$ cat config.mk
export PLATFORM = sky130hd
export DESIGN_NAME = ravan_sha_block_sequencer_flat
export DESIGN_NICKNAME = d
export VERILOG_FILES = /design/src/rtl/ravan_sha_block_sequencer_if.sv /design/src/rtl/ravan_sha_block_sequencer.sv /design/src/flat_wrapper.sv
export SDC_FILE = /design/constraint.sdc
export NUM_CORES = 2
export LEC_CHECK = 0
export CAP_MARGIN = 40
export CELL_PAD_IN_SITES_DETAIL_PLACEMENT = 2
export CELL_PAD_IN_SITES_GLOBAL_PLACEMENT = 2
export CORE_ASPECT_RATIO = 1.4
export CORE_UTILIZATION = 29
export DETAILED_ROUTE_END_ITERATION = 8
export PLACE_DENSITY = 0.81
export SLEW_MARGIN = 10
export SYNTH_ARGS = -nofsm -noshare
export SYNTH_HDL_FRONTEND = slang
export SYNTH_SLANG_ARGS = --single-unit
$ cat constraint.sdc
create_clock -name clk -period 5.4 [get_ports clk]
set_input_delay 0.81 -clock clk [delete_from_list [all_inputs] [get_ports clk]]
set_output_delay 0.81 -clock clk [all_outputs]
set_load 0.005 [all_outputs]
$ cat src/rtl/ravan_sha_block_sequencer_if.sv
// Register-bus bundle between the block sequencer (master)
// and the SHA-256 core (slave).
interface ravan_sha_block_sequencer_if #(
   parameter int DATA_W = 32,
   parameter int ADDR_W = 8
);
   logic              cs;
   logic              we;
   logic [ADDR_W-1:0] address;
   logic [DATA_W-1:0] write_data;
   logic [DATA_W-1:0] read_data;
   logic              core_error;

   modport master (
      output cs, we, address, write_data,
      input  read_data, core_error
   );

   modport slave (
      input  cs, we, address, write_data,
      output read_data, core_error
   );
endinterface

$ cat src/rtl/ravan_sha_block_sequencer.sv
// Host-side sequencer: loads a message block into the SHA-256 core,
// commands init/next, polls status and reads back the digest.
module ravan_sha_block_sequencer #(
   parameter int DATA_W       = 32,
   parameter int ADDR_W       = 8,
   parameter int NUM_WORDS    = 16,
   parameter int DIGEST_WORDS = 8,
   parameter int CTRL_ADDR    = 'h08,
   parameter int STATUS_ADDR  = 'h09,
   parameter int BLOCK_BASE   = 'h10,
   parameter int DIGEST_BASE  = 'h20,
   parameter int POLL_DELAY   = 2,
   parameter int TIMEOUT      = 1023
) (
   input  logic                           clk,
   input  logic                           rst,
   input  logic                           start,
   input  logic                           mode,
   input  logic [NUM_WORDS*DATA_W-1:0]    block_in,
   output logic                           busy,
   output logic [DIGEST_WORDS*DATA_W-1:0] digest_out,
   output logic                           digest_valid,
   input  logic                           digest_ready,
   output logic [1:0]                     err,
   ravan_sha_block_sequencer_if.master    bus
);

   localparam int BW  = NUM_WORDS * DATA_W;
   localparam int GW  = DIGEST_WORDS * DATA_W;
   localparam int MW  = (NUM_WORDS > DIGEST_WORDS) ?
                        NUM_WORDS : DIGEST_WORDS;
   localparam int CW  = (MW > 1) ? $clog2(MW) : 1;
   localparam int PW  = (TIMEOUT > 1) ? $clog2(TIMEOUT) : 1;
   localparam int DLW = (POLL_DELAY > 1) ? $clog2(POLL_DELAY) : 1;

   typedef enum logic [3:0] {
      S_IDLE,
      S_LOAD,
      S_CMD,
      S_WAIT,
      S_POLL_REQ,
      S_POLL_CAP,
      S_RD_REQ,
      S_RD_CAP,
      S_OUT
   } state_e;

   state_e          state_q, state_d;
   logic [CW-1:0]   cnt_q, cnt_d;
   logic [PW-1:0]   poll_q, poll_d;
   logic [DLW-1:0]  dly_q, dly_d;
   logic            mode_q, mode_d;
   logic [BW-1:0]   blk_q, blk_d;
   logic [GW-1:0]   dig_q, dig_d;
   logic [1:0]      err_q, err_d;

   always_ff @(posedge clk) begin
      if (rst) begin
         state_q <= S_IDLE;
         cnt_q   <= '0;
         poll_q  <= '0;
         dly_q   <= '0;
         mode_q  <= 1'b0;
         blk_q   <= '0;
         dig_q   <= '0;
         err_q   <= '0;
      end else begin
         state_q <= state_d;
         cnt_q   <= cnt_d;
         poll_q  <= poll_d;
         dly_q   <= dly_d;
         mode_q  <= mode_d;
         blk_q   <= blk_d;
         dig_q   <= dig_d;
         err_q   <= err_d;
      end
   end

   always_comb begin
      state_d = state_q;
      cnt_d   = cnt_q;
      poll_d  = poll_q;
      dly_d   = dly_q;
      mode_d  = mode_q;
      blk_d   = blk_q;
      dig_d   = dig_q;
      err_d   = err_q;
      if (bus.cs && bus.core_error)
         err_d[1] = 1'b1;
      unique case (state_q)
         S_IDLE: begin
            if (start) begin
               state_d = S_LOAD;
               blk_d   = block_in;
               mode_d  = mode;
               cnt_d   = '0;
               poll_d  = '0;
               err_d   = '0;
            end
         end
         // block is shifted so the current word is always at the top
         S_LOAD: begin
            blk_d = blk_q << DATA_W;
            cnt_d = cnt_q + 1'b1;
            if (cnt_q == CW'(NUM_WORDS - 1))
               state_d = S_CMD;
         end
         S_CMD: begin
            dly_d   = '0;
            state_d = (POLL_DELAY == 0) ? S_POLL_REQ : S_WAIT;
         end
         S_WAIT: begin
            dly_d = dly_q + 1'b1;
            if (dly_q == DLW'(POLL_DELAY - 1))
               state_d = S_POLL_REQ;
         end
         S_POLL_REQ: state_d = S_POLL_CAP;
         S_POLL_CAP: begin
            if (bus.read_data[0]) begin
               cnt_d   = '0;
               state_d = S_RD_REQ;
            end else if (poll_q == PW'(TIMEOUT - 1)) begin
               err_d[0] = 1'b1;
               state_d  = S_IDLE;
            end else begin
               poll_d  = poll_q + 1'b1;
               state_d = S_POLL_REQ;
            end
         end
         S_RD_REQ: state_d = S_RD_CAP;
         S_RD_CAP: begin
            dig_d = (dig_q << DATA_W) | GW'(bus.read_data);
            cnt_d = cnt_q + 1'b1;
            if (cnt_q == CW'(DIGEST_WORDS - 1))
               state_d = S_OUT;
            else
               state_d = S_RD_REQ;
         end
         S_OUT: begin
            if (digest_ready)
               state_d = S_IDLE;
         end
         default: state_d = S_IDLE;
      endcase
   end

   always_comb begin
      bus.cs         = 1'b0;
      bus.we         = 1'b0;
      bus.address    = '0;
      bus.write_data = '0;
      unique case (state_q)
         S_LOAD: begin
            bus.cs         = 1'b1;
            bus.we         = 1'b1;
            bus.address    = ADDR_W'(BLOCK_BASE) + ADDR_W'(cnt_q);
            bus.write_data = blk_q[BW-1 -: DATA_W];
         end
         S_CMD: begin
            bus.cs         = 1'b1;
            bus.we         = 1'b1;
            bus.address    = ADDR_W'(CTRL_ADDR);
            bus.write_data = mode_q ? DATA_W'(2) : DATA_W'(1);
         end
         S_POLL_REQ, S_POLL_CAP: begin
            bus.cs      = 1'b1;
            bus.address = ADDR_W'(STATUS_ADDR);
         end
         S_RD_REQ, S_RD_CAP: begin
            bus.cs      = 1'b1;
            bus.address = ADDR_W'(DIGEST_BASE) + ADDR_W'(cnt_q);
         end
         default: ;
      endcase
   end

   assign busy         = (state_q != S_IDLE);
   assign digest_valid = (state_q == S_OUT);
   assign digest_out   = dig_q;
   assign err          = err_q;

endmodule

$ cat src/flat_wrapper.sv
// flat-port wrapper written by rule: the top's interface ports become plain ports
module ravan_sha_block_sequencer_flat 
#(
   parameter int DATA_W       = 32,
   parameter int ADDR_W       = 8,
   parameter int NUM_WORDS    = 16,
   parameter int DIGEST_WORDS = 8,
   parameter int CTRL_ADDR    = 'h08,
   parameter int STATUS_ADDR  = 'h09,
   parameter int BLOCK_BASE   = 'h10,
   parameter int DIGEST_BASE  = 'h20,
   parameter int POLL_DELAY   = 2,
   parameter int TIMEOUT      = 1023
)
  (clk, rst, start, mode, block_in, busy, digest_out, digest_valid, digest_ready, err, bus_cs, bus_we, bus_address, bus_write_data, bus_read_data, bus_core_error);
  ravan_sha_block_sequencer_if #(.DATA_W(DATA_W), .ADDR_W(ADDR_W)) bus_i ();
  input  logic clk;
  input  logic rst;
  input  logic start;
  input  logic mode;
  input  logic [NUM_WORDS*DATA_W-1:0] block_in;
  output logic busy;
  output logic [DIGEST_WORDS*DATA_W-1:0] digest_out;
  output logic digest_valid;
  input  logic digest_ready;
  output logic [1:0] err;
  output wire logic [$bits(bus_i.cs)-1:0] bus_cs;
  output wire logic [$bits(bus_i.we)-1:0] bus_we;
  output wire logic [$bits(bus_i.address)-1:0] bus_address;
  output wire logic [$bits(bus_i.write_data)-1:0] bus_write_data;
  input wire logic [$bits(bus_i.read_data)-1:0] bus_read_data;
  input wire logic [$bits(bus_i.core_error)-1:0] bus_core_error;
  assign bus_cs = bus_i.cs;
  assign bus_we = bus_i.we;
  assign bus_address = bus_i.address;
  assign bus_write_data = bus_i.write_data;
  assign bus_i.read_data = bus_read_data;
  assign bus_i.core_error = bus_core_error;
  ravan_sha_block_sequencer #(.DATA_W(DATA_W), .ADDR_W(ADDR_W), .NUM_WORDS(NUM_WORDS), .DIGEST_WORDS(DIGEST_WORDS), .CTRL_ADDR(CTRL_ADDR), .STATUS_ADDR(STATUS_ADDR), .BLOCK_BASE(BLOCK_BASE), .DIGEST_BASE(DIGEST_BASE), .POLL_DELAY(POLL_DELAY), .TIMEOUT(TIMEOUT)) u_core (.clk(clk), .rst(rst), .start(start), .mode(mode), .block_in(block_in), .busy(busy), .digest_out(digest_out), .digest_valid(digest_valid), .digest_ready(digest_ready), .err(err), .bus(bus_i));
endmodule
Yosys cells after proc, flatten, opt, wreduce, memory -nomap -nowiden
Cells that the tools add are included.

word-level totals
  word-level logic and storage cells = 81
  latch bits = 0
  bits in writable memories = 0
  flip-flop bits (word level) = 790
  ROM bits = 0
  memories = 0

operators by class
  equality and inequality tests = 19
  bitwise gates (word level) = 1
  magnitude comparators = 0
  add/sub/neg operators = 5
  reduce and logical (&&, ||, !) cells = 18
  shift-type cells = 0
  div/mod/pow operators = 0
  multiply operators = 0
  muxes and demuxes = 29

operators with widths
  operator                                                                 number
  512-bit one-hot mux with 2 select lines                                  1
  512-bit two-way mux                                                      1
  256-bit by 32-bit bitwise OR with 256-bit output                         1
  32-bit one-hot mux with 2 select lines                                   1
  4-bit one-hot mux with 9 select lines                                    1
  8-bit one-hot mux with 4 select lines                                    1
  10-bit two-way mux                                                       3
  4-bit two-way mux                                                        7
  4-bit by 3-bit equality test with 1-bit output, second input constant    5
  10-bit one-hot mux with 2 select lines                                   1
  4-bit one-hot mux with 3 select lines                                    1
  4-bit AND reduction                                                      3
  10-bit by 1-bit adder with 10-bit output, second input constant          1
  10-bit equality test, second input constant                              1
  4-bit by 2-bit equality test with 1-bit output, second input constant    2
  4-bit equality test, second input constant                               2
  2-bit by 1-bit inequality test with 1-bit output, second input constant  4
  2-bit inequality test, second input constant                             4
  2-bit OR reduction                                                       4
  6-bit by 4-bit adder with 7-bit output, first input constant             1
  5-bit by 4-bit adder with 6-bit output, first input constant             1
  1-bit two-way mux                                                        6
  3-bit two-way mux                                                        2
  2-bit nonzero test                                                       3
  other kinds (12)                                                         15

Logic depth before layout (Yosys ltp)
  depth after elaboration = 7
  depth in mapped cells = 8
  depth with buffers taken out = 6

Worst setup path before layout
OpenSTA, ideal clock, no wires.

  path type = register to output
  start = register u_core.state_q[3]
  end = output port bus_write_data[14]
  cell stages (with the launch flop) = 7
  arrival = 1603 ps
  path buffers = 3
  slack = 2987 ps
  path through = dfxtp_1 buf_2 or4b_1 buf_2 inv_1 clkbuf_1 and2_1

on the way
  cells in the longest elaborated chain, start to end = 2
  elaborated cells on any way between the ends = 3
  classes of those cells = eq/ne (2); mux (1)

ends and longest elaborated chain
  item                                                                                                                     RTL line                          source
  start: declaration                                                                                                       ravan_sha_block_sequencer.sv:48   state_e state_q, state_d;
  start signal: assignment                                                                                                 ravan_sha_block_sequencer.sv:68   state_q <= state_d;
  4-bit by 2-bit equality test with 1-bit output / 4-bit by 1-bit equality test with 1-bit output (equally long branches)  ravan_sha_block_sequencer.sv:152  unique case (state_q)
  32-bit one-hot mux with 2 select lines (*)                                                                               ravan_sha_block_sequencer.sv:152
  end: declaration                                                                                                         flat_wrapper.sv:30                output wire logic [$bits(bus_i.write_data)-1:0] bus_write_data;

Every way passes the cells marked *; elsewhere a longest branch is shown, timed or not.

Worst setup path after layout
  start = register u_core.state_q[0]
  end = output port bus_write_data[20]

Same word-level chain as after synthesis.

==> summary.txt <==
Critical Path Fanout Max -> 25
Worst Skew -> 0.0328 ns
Ys Warns -> 0
RSZ-0062 raised after global routing -> no
clock latency on the worst-skew pair -> 0.67 ns
mapped cell area -> 0.0319 mm2
CP required -> 4.59 ns
CP Data Arrival Time -> 3.52 ns
vias in the first global route -> 35000
Slew Viols, Final -> 0
# clock sinks -> 790
GRT Residual Overflow -> 0
initial antenna violation count -> 68
leakage -> 15.6 nW
setup violators final -> 0
TritonRoute pass-1 iters -> 5
Die X-Extent -> 282 um
final RePlAce weighted congestion -> 0.858
Setup CP Type -> flop to output port
fmax -> 0.231 GHz
core box area -> 0.109 mm2
DP Wirelength -> 116000 um
Seq/Total Area, Yosys -> 0.496
final setup TNS -> 0 ns
top_reg_cell synth -> dfxtp_1
pwr dens -> 386 mW/mm2
MaxCap Viol Count -> 0
drt drc -> 0
register area -> 0.0158 mm2
IO Pins -> 852
Multi-input gate area -> 0.0145 mm2
area delta synth->final -> 39.4%
I/O Buffers -> 849
Slew @ Worst Pin -> 1.03 ns
Setup crit end kind -> output port
top post-synthesis cells by area -> dfxtp_1, nand2_1, a311oi_1
final hold viol count -> 0
most common cell after layout, fill and taps aside -> nand2_1
clock tree root driver cell -> clkbuf_16
Antenna Violating Nets Remaining -> 0
# nets final -> 5298
Die ar. -> 0.111 mm2
DR vias/cell -> 5.23
Post-CTS Hold Buffers -> 0
cts bufs inserted -> 88
synthesis-stage register bit count -> 790
Mapped Cells -> 4134
layout cells sized above 1 -> 0.0451
post-CTS setup buffer count -> 0
library cells used by synthesis -> 51
Synth Area per Inst -> 7.71 um2
Final Power -> 17.1 mW
H-tree Lvls -> 3
Die Y -> 394 um
most frequent cells in the layout -> nand2_1, clkdlybuf4s50_1, dfxtp_1
FP Rows -> 143
Post-Route WL -> 160000 um
status -> finished clean
Tcrit/Tclk final -> 0.801
WL/cell -> 25.4 um
CTS tree -> built
DRT iter0 DRCs -> 2036
deepest clock path buffer count -> 3
Max transition margin -> 0.315
CTS clk-pin slew, worst paths -> 0.06 ns
ys async rst share -> 0
top cell type's share of synthesized area -> 0.496
Initial Util -> 0.293
post-layout min period -> 4.33 ns
post-synth top area cell -> dfxtp_1
EDFF count, synth -> 0
Hold WC Path Type -> flop to flop
global-route wire length before repair -> 231000 um
post-CTS sizing -> 0
Worst setup SP type -> flop
largest net degree at the start of global routing -> 214
gr usage total -> 0.279
Peak VDD IR -> 0.225 mV
fillers -> 12300
via count -> 33000
registers in the layout, indices dropped and copies added, names as in the netlist:
name,count
u_core.blk_q,512
u_core.digest_out,256
u_core.poll_q,10
u_core.cnt_q,4
u_core.state_q,4
u_core.err,2
u_core.dly_q,1
u_core.mode_q,1
kinds of logic (layout without fill, tap and decap cells):
| family | count (synthesis) | count (layout) | share of synthesized area |
|---|---|---|---|
| AND/OR/NAND/NOR | 2119 | 2119 | 0.258 |
| AO/OA/AOI/OAI | 830 | 830 | 0.194 |
| flip-flops | 790 | 790 | 0.496 |
| buffers and inverters | 390 | 1066 | 0.0500 |
| adder cells (fa/ha/maj) | 3 | 3 | 0.00118 |
| other | 1 | 42 | 0.000118 |
| XOR/XNOR | 1 | 1 | 0.000275 |
worst max-delay path: stages, from the launching register on:
cell and delay, ns:
dfxtp_1 0.79, or4b_4 0.62, inv_1 0.29, buf_4 0.42, and2_1 0.21, clkdlybuf4s50_1 0.50
layout make-up:
| cell class | instances | area share |
|---|---|---|
| Antenna cell | 40 | 0.00225 |
| Clock buffer | 132 | 0.0588 |
| Clock inverter | 24 | 0.00797 |
| Inverter | 11 | 0.000930 |
| Multi-Input combinational cell | 2955 | 0.326 |
| Sequential cell | 790 | 0.356 |
| Tap cell | 1450 | 0.0408 |
| Timing Repair Buffer | 899 | 0.207 |
per-stage QoR:
stage	std cells	hold WS [ns]	cell area, um2	worst slack, ns	util
after floorplan	4135	0.437	31900	2.99	-
after global placement	6100	0.441	41200	1.64	0.379
after detailed placement	6105	0.452	41400	1.76	0.380
after CTS	6261	0.459	44300	0.992	0.407
after global routing	6288	0.477	44400	0.939	0.408
final	6301	0.457	44400	1.07	0.408
synthesized netlist by cell type, drive strengths merged, types with 2 or more instances:
cell / number
dfxtp: 790
and2: 33
clkbuf: 293
a311oi: 480
o21ai: 12
a22oi: 3
nor4: 4
nor3: 5
nor2: 493
or3: 4
nand3: 20
and3: 2
nand2: 1536
nor3b: 2
o31ai: 6
a21oi: 316
buf: 86
inv: 11
or4: 6
ha: 3
nor2b: 4
a211oi: 2
nand2b: 2
path summary, 6_finish.rpt:
check / startpoint / end / slack [ns] / depth (start not counted)
worst min register to register: u_core.blk_q[10] / u_core.blk_q[10] / 0.46 / 2
worst max register to register: u_core.state_q[2] / u_core.blk_q[228] / 1.78 / 7
worst max-delay path: u_core.state_q[0] / bus_write_data[20] / 1.07 / 5
worst min-delay path: u_core.blk_q[10] / u_core.blk_q[10] / 0.46 / 2
power by group:
| part | total [mW] | switching (mW) | internal, mW |
|---|---|---|---|
| Combinational | 3.54 | 2.18 | 1.35 |
| Sequential | 7.26 | 0.629 | 6.64 |
| Clock | 6.33 | 2.61 | 3.71 |
| Total | 17.1 | 5.42 | 11.7 |
routing by layer:
layer	vias up	track usage	share of wire
met5	-	0	0.0019
met4	44	0.163	0.057
met3	303	0.0756	0.070
met2	886	0.477	0.49
met1	16400	0.307	0.38
li1	15300	-	-
Note: power is estimated with default switching activity, not from simulation.
